`config.mk`:
```
export PLATFORM = sky130hd
export DESIGN_NAME = mem_arbiter_n
export DESIGN_NICKNAME = d
export VERILOG_FILES = /design/src/rtl/mem_arbiter_n.sv
export SDC_FILE = /design/constraint.sdc
export NUM_CORES = 1
export LEC_CHECK = 0
export CORE_AREA = 3 3 316 318
export CTS_CLUSTER_DIAMETER = 120
export DETAILED_ROUTE_END_ITERATION = 7
export DIE_AREA = 0 0 319 321
export SLEW_MARGIN = 5
export SYNTH_ARGS = -nofsm -noshare
export SYNTH_HDL_FRONTEND = slang
export SYNTH_SLANG_ARGS = --single-unit
```
`constraint.sdc`:
```
create_clock -name clk -period 2 [get_ports clk]
set_input_delay 0.6 -clock clk [delete_from_list [all_inputs] [get_ports clk]]
set_output_delay 0.6 -clock clk [all_outputs]
set_load 0.02 [all_outputs]
```
`src/rtl/mem_arbiter_n.sv`:
```
// N-way arbiter in front of a single-port main memory, one line transaction in flight.
// Optional round-robin selection when MEM_ARB_RR_EN is defined; fixed priority (lowest index) otherwise.
module mem_arbiter_n #(
    parameter int NUM_REQ = 2,
    parameter int ADDR_W  = 32,
    parameter int DATA_W  = 128,
    localparam int IDX_W  = (NUM_REQ > 1) ? $clog2(NUM_REQ) : 1
) (
    input  logic                      clk,
    input  logic                      rst_n,
    input  logic [NUM_REQ-1:0]        req_valid,
    input  logic [NUM_REQ-1:0]        req_we,
    input  logic [NUM_REQ*ADDR_W-1:0] req_addr,
    input  logic [NUM_REQ*DATA_W-1:0] req_wdata,
    output logic [NUM_REQ-1:0]        resp_valid,
    output logic [DATA_W-1:0]         resp_rdata,
    output logic [ADDR_W-1:0]         resp_addr,
    output logic                      mem_req,
    output logic                      mem_we,
    output logic [ADDR_W-1:0]         mem_addr,
    output logic [DATA_W-1:0]         mem_wdata,
    input  logic [DATA_W-1:0]         mem_rdata,
    input  logic                      mem_ready,
    input  logic [ADDR_W-1:0]         mem_resp_addr,
    output logic                      busy,
    output logic [IDX_W-1:0]          owner
);

    // state | meaning
    // IDLE  | no transaction in flight; winner launched combinationally
    // BUSY  | transaction in flight for owner; waiting for mem_ready
    typedef enum logic {IDLE, BUSY} state_t;

    state_t           state, state_nxt;
    logic [IDX_W-1:0] winner;
    logic             any_req;

    assign any_req = |req_valid;

`ifdef MEM_ARB_RR_EN
    logic [IDX_W-1:0] rr_last;
    logic             found;
    int               idx;

    // Search starts just after the last granted index, wrapping modulo NUM_REQ.
    always_comb begin
        winner = '0;
        found  = 1'b0;
        idx    = 0;
        for (int k = 0; k < NUM_REQ; k++) begin
            idx = (int'(rr_last) + 1 + k) % NUM_REQ;
            if (!found && req_valid[idx]) begin
                winner = IDX_W'(idx);
                found  = 1'b1;
            end
        end
    end

    always_ff @(posedge clk or negedge rst_n) begin
        if (!rst_n)
            rr_last <= IDX_W'(NUM_REQ - 1);
        else if (state == IDLE && any_req)
            rr_last <= winner;
    end
`else
    always_comb begin
        winner = '0;
        for (int i = NUM_REQ - 1; i >= 0; i--) begin
            if (req_valid[i])
                winner = IDX_W'(i);
        end
    end
`endif

    always_ff @(posedge clk or negedge rst_n) begin
        if (!rst_n) begin
            state <= IDLE;
            owner <= '0;
        end else begin
            state <= state_nxt;
            if (state == IDLE && any_req)
                owner <= winner;
        end
    end

    // Launch fields are only driven in IDLE so memory never sees a duplicate accept.
    always_comb begin
        state_nxt  = state;
        mem_req    = 1'b0;
        mem_we     = 1'b0;
        mem_addr   = '0;
        mem_wdata  = '0;
        resp_valid = '0;
        resp_rdata = '0;
        resp_addr  = '0;
        case (state)
            IDLE: begin
                if (any_req) begin
                    state_nxt = BUSY;
                    mem_req   = 1'b1;
                    for (int i = 0; i < NUM_REQ; i++) begin
                        if (IDX_W'(i) == winner) begin
                            mem_we    = req_we[i];
                            mem_addr  = req_addr[i*ADDR_W +: ADDR_W];
                            mem_wdata = req_wdata[i*DATA_W +: DATA_W];
                        end
                    end
                end
            end
            BUSY: begin
                if (mem_ready) begin
                    state_nxt  = IDLE;
                    resp_rdata = mem_rdata;
                    resp_addr  = mem_resp_addr;
                    for (int i = 0; i < NUM_REQ; i++)
                        resp_valid[i] = (IDX_W'(i) == owner);
                end
            end
            default: state_nxt = IDLE;
        endcase
    end

    assign busy = (state == BUSY);

endmodule

```
* Yosys cells after proc, flatten, opt, wreduce, memory -nomap -nowiden
Cells that the tools add are included. W data, S select, Z words.
Word-level totals: output and inout port bits 326, bits in registers 2, bits of input ports 487
Cells by class: muxes and demuxes 21, reduce and logical (&&, ||, !) cells 2, bitwise operators 2
Operators with widths (number):
- $mux W128 | 5
- $mux W32 | 5
- $mux W1 | 8
- $mux W2 | 2
- $not A1 Y1 | 2
- $pmux W1 S2 | 1
- $reduce_or A2 Y1 | 1
- $logic_and A1 B1 Y1 | 1

* Depth between registers and ports, before layout
Gate-level depths: netlist of the first run.
word-level depth 5, mapped depth 5, mapped depth without buffers 2

* Worst setup path after synthesis of the first run
OpenSTA, ideal clock, no wires.
kind input -> output, from input req_valid[1], to output mem_wdata[100], arrival 1.435 ns, cell stages on the path 5, setup slack -0.035 ns, required time 1.400 ns, path buffers 3, cell sequence buf_4 > buf_6 > buf_6 > nand3b_1 > a21oi_1
On the way: cells in the longest elaborated chain, start to end 5
RTL lines:
- start, declared | RTL line 11 | input logic [NUM_REQ-1:0] req_valid,
- $mux W1 (2 in a row) | RTL line 69 | if (req_valid[i])
- $mux W128 | RTL line 102 | if (IDX_W'(i) == winner) begin
- $mux W128 * | RTL line 98 | if (any_req) begin
- $mux W128 * | RTL line 96 | case (state)
- end, declared | RTL line 21 | output logic [DATA_W-1:0] mem_wdata,
Every way passes the cells marked *; elsewhere a longest branch is shown, timed or not.

* Worst setup path after layout of the first run
from input req_valid[0], to output mem_wdata[93]
On the way: cells in the longest elaborated chain, start to end 4
RTL lines (RTL line):
- $mux W1 | 69
- $mux W128 | 102
- $mux W128 * | 98
- $mux W128 * | 96
Marked as above.

==> results of run 1 <==
[kinds of logic after synthesis]
kind of cell / Yosys count
AND/OR/NAND/NOR: 482
AO/OA/AOI/OAI: 163
flip-flops: 2
buffers and inverters: 108
[repair_timing]
action | CTS | global route
setup buffers | 71 | 32
setup endpoints to repair | 323 | 325
cloned | 48 | 18
pin swaps | 131 | 62
resized for setup | 777 | 311
[how the worst max path moves through the flow]
stage | from | end | cells past startpoint
floorplan | req_valid[0] | mem_addr[0] | 4
global placement | req_wdata[252] | mem_wdata[124] | 4
detailed placement | req_wdata[252] | mem_wdata[124] | 4
CTS | req_valid[0] | mem_wdata[119] | 7
global route | req_valid[0] | mem_wdata[119] | 7
finish | req_valid[0] | mem_wdata[93] | 8
[where the power goes]
group | internal, mW | switching [mW]
Combinational | 3.55 | 2.89
Sequential | 0.0488 | 0.0128
Clock | 0.262 | 0.0487
Total | 3.86 | 2.96
[sequential cells by signal (all words and copies together), names as in the netlist]
register and flops:
busy 1, owner 1
[per-layer routing]
metal  routed length [µm]  up-vias
li1                     -     4567
met1                34500     5154
met2                48100      708
met3                15100      137
met4                 1860       28
met5                  181        -
[worst max-delay path, cell delays in order]
cell	delay, ns
clkbuf_16	0.15
buf_16	0.14
buf_12	0.14
buf_4	0.14
buf_6	0.11
nand3b_1	0.19
a21oi_4	0.19
buf_12	0.15
[final cells by class]
cell class / count / area share
inverters: 2 / 0.000354
repair buffers: 1024 / 0.647
clock buffers: 4 / 0.00372
diodes: 11 / 0.00130
multi-input cells: 645 / 0.269
flip-flops and latches: 2 / 0.00254
well taps: 1276 / 0.0754
[metrics by stage]
step	cell area (µm²)	instances	worst slack (ns)
floorplan	4960	755	0.0109
global placement	16600	2804	-0.992
detailed placement	16600	2804	-0.981
CTS	19800	2925	-0.466
global route	21200	2954	-0.472
finish	21200	2964	-0.424
[cell usage in the layout (no fill, tap or decap), types with 2 or more instances in the layout]
cell type        count
buf_8               33
bufbuf_16            2
a21oi_2             90
buf_4               80
buf_12             233
dlymetal6s2s_1      14
diode_2             11
clkdlybuf4s50_1    437
buf_6              135
inv_1                2
a21oi_4             67
nand2_1            123
and3_1               5
clkbuf_16           18
dlygate4sd2_1       31
nand2_2             24
and3_4             155
buf_16              42
a32o_2               4
nand2_4             10
nor2_4               4
nand3b_1           157
==> results.py, run 1 <==
metrics = {
    "outcome": {
        "status": "finished, violations left",
        "violations": "negative setup slack",
    },
    "layout": {
        "multi_input_area_mm2": 0.00570,
        "syn_to_final_growth_pct": 383,
        "layout-drive-gt1-share": 0.538,
        "fin_nets": 2165,
        "regArea_um2": 53.8,
        "final_util": 0.219,
        "fillerInstances": 10400,
    },
    "synthesis": {
        "ys_seq_area_frac": 0.0114,
        "syn_avg_cell_area_um2": 5.81,
        "synthFlopType": "dfrtp_1",
        "synth_fa_ha_area_frac": 0,
        "ys_types": 18,
        "synth_edf_count": 0,
        "synthXorXnorAreaFrac": 0,
        "yosys-top-cells-area": "nand3b_1 (27%), and3_1 (23%), a21oi_1 (18%)",
        "async_flop_share": 1.00,
        "synth-compound-area-share": 0.191,
        "syn_area_mm2": 0.00439,
        "yosysMostFrequentCell": "and3_1",
        "ys_warn_count": 0,
        "yosys.area.top_type": "nand3b_1",
        "synthCells": 755,
        "ys_seq_elements": 2,
        "yosys-top-cells-count": "and3_1 (160), a21oi_1 (158), nand2_1 (158)",
        "syn_nets": 1242,
        "yosys.area_share.simple": 0.640,
        "synth_top_family_by_area": "simple AND/OR/NAND/NOR gates",
        "synth_mux_area_frac": 0,
        "synth_top_area_frac": 0.269,
    },
    "floorplanning": {
        "pin_count": 813,
        "die_y_um": 321,
        "initial_core_util": 0.0453,
        "fp-row-count": 114,
        "core_mm2": 0.0969,
        "fp.dieW_um": 319,
        "dieArea_mm2": 0.102,
    },
    "setup_path": {
        "worstSetupStartpointType": "primary input",
        "required_ns": 1.40,
        "crit_type": "primary input to output port",
        "arrival_ns": 1.82,
        "cp-end-kind": "output port",
        "reg2reg_from": "busy",
        "rr_worst_depth": 7,
        "r2r_setup_slack_ns": 0.48,
        "crit_fanout": 7,
        "rr_endpoint": "busy",
    },
    "timing": {
        "fmax_ghz": 0.413,
        "relSlewSlack": 0.818,
        "tns_ns": -63.51,
        "fin_skew_ns": 0.00313,
        "min_period_ns": 2.42,
        "hold_violations": 0,
        "setup_viol": 315,
        "slew_viol_final": 0,
        "hold_slack_ns": 0.541,
        "fin_ws_ns": -0.424,
        "final.period_utilization": 1.21,
        "rsz0062_at_grt": "true",
        "worstMarginPinSlew_ns": 0.273,
    },
    "detailed_routing": {
        "drt-total-wl_mm": 99.7,
        "ant_nets": 0,
        "route.detailed.drc": 0,
        "dr.pass1.iters": 5,
        "avgRoutedWirePerCell_um": 33.6,
        "drt-vias-per-instance": 3.57,
        "drtIter0Drc": 664,
        "num_vias": 10600,
    },
    "placed_design": {
        "routabilityCongestion": 0.921,
        "numPortBuffers": 812,
        "dpl.hpwl_mm": 80.6,
    },
    "pwr": {
        "irDropWorstVdd_v": 0.000217,
        "total_power_mw": 6.81,
        "power_leakage_nw": 8.02,
        "p_per_area_mw_per_mm2": 322,
    },
    "hold_path": {
        "worstHoldPathType": "primary input to async pin",
    },
    "global_routing": {
        "grt_pass1_wl_mm": 120,
        "antenna_found_initial": 63,
        "grt_start_max_net_pins": 38,
        "met1_usage": 0.187,
        "grt_pass1_vias": 10300,
        "grt_usage": 0.181,
        "grtUsageMet3": 0.120,
        "grt-busiest-layer": "met2",
        "met2_usage": 0.318,
        "grt.overflow.total": 0,
    },
    "clocking": {
        "cts_root_buf": "clkbuf_16",
        "htree_levels": 1,
        "numClockSinks": 2,
        "cts_tree": "yes",
        "cts_buffers": 3,
        "insertion_delay_ns": 0.22,
        "cts_hold_buf": 0,
        "clkTransAtPathRegs_ns": 0.03,
        "clk_path_buf_depth": 2,
    },
    "job": {
        "drv_cap": 0,
    },
}
Note: power is estimated with default switching activity, not from simulation.
==> inputs of run 2 (changes only) <==
--- a/config.mk
+++ b/config.mk
@@ -9,7 +9,7 @@
 export CTS_CLUSTER_DIAMETER = 120
 export DETAILED_ROUTE_END_ITERATION = 7
 export DIE_AREA = 0 0 319 321
-export SLEW_MARGIN = 5
+export SLEW_MARGIN = 25
 export SYNTH_ARGS = -nofsm -noshare
 export SYNTH_HDL_FRONTEND = slang
 export SYNTH_SLANG_ARGS = --single-unit
==> results of run 2 <==
No change in the layout: final DEF, timing and power equal those of run 1.
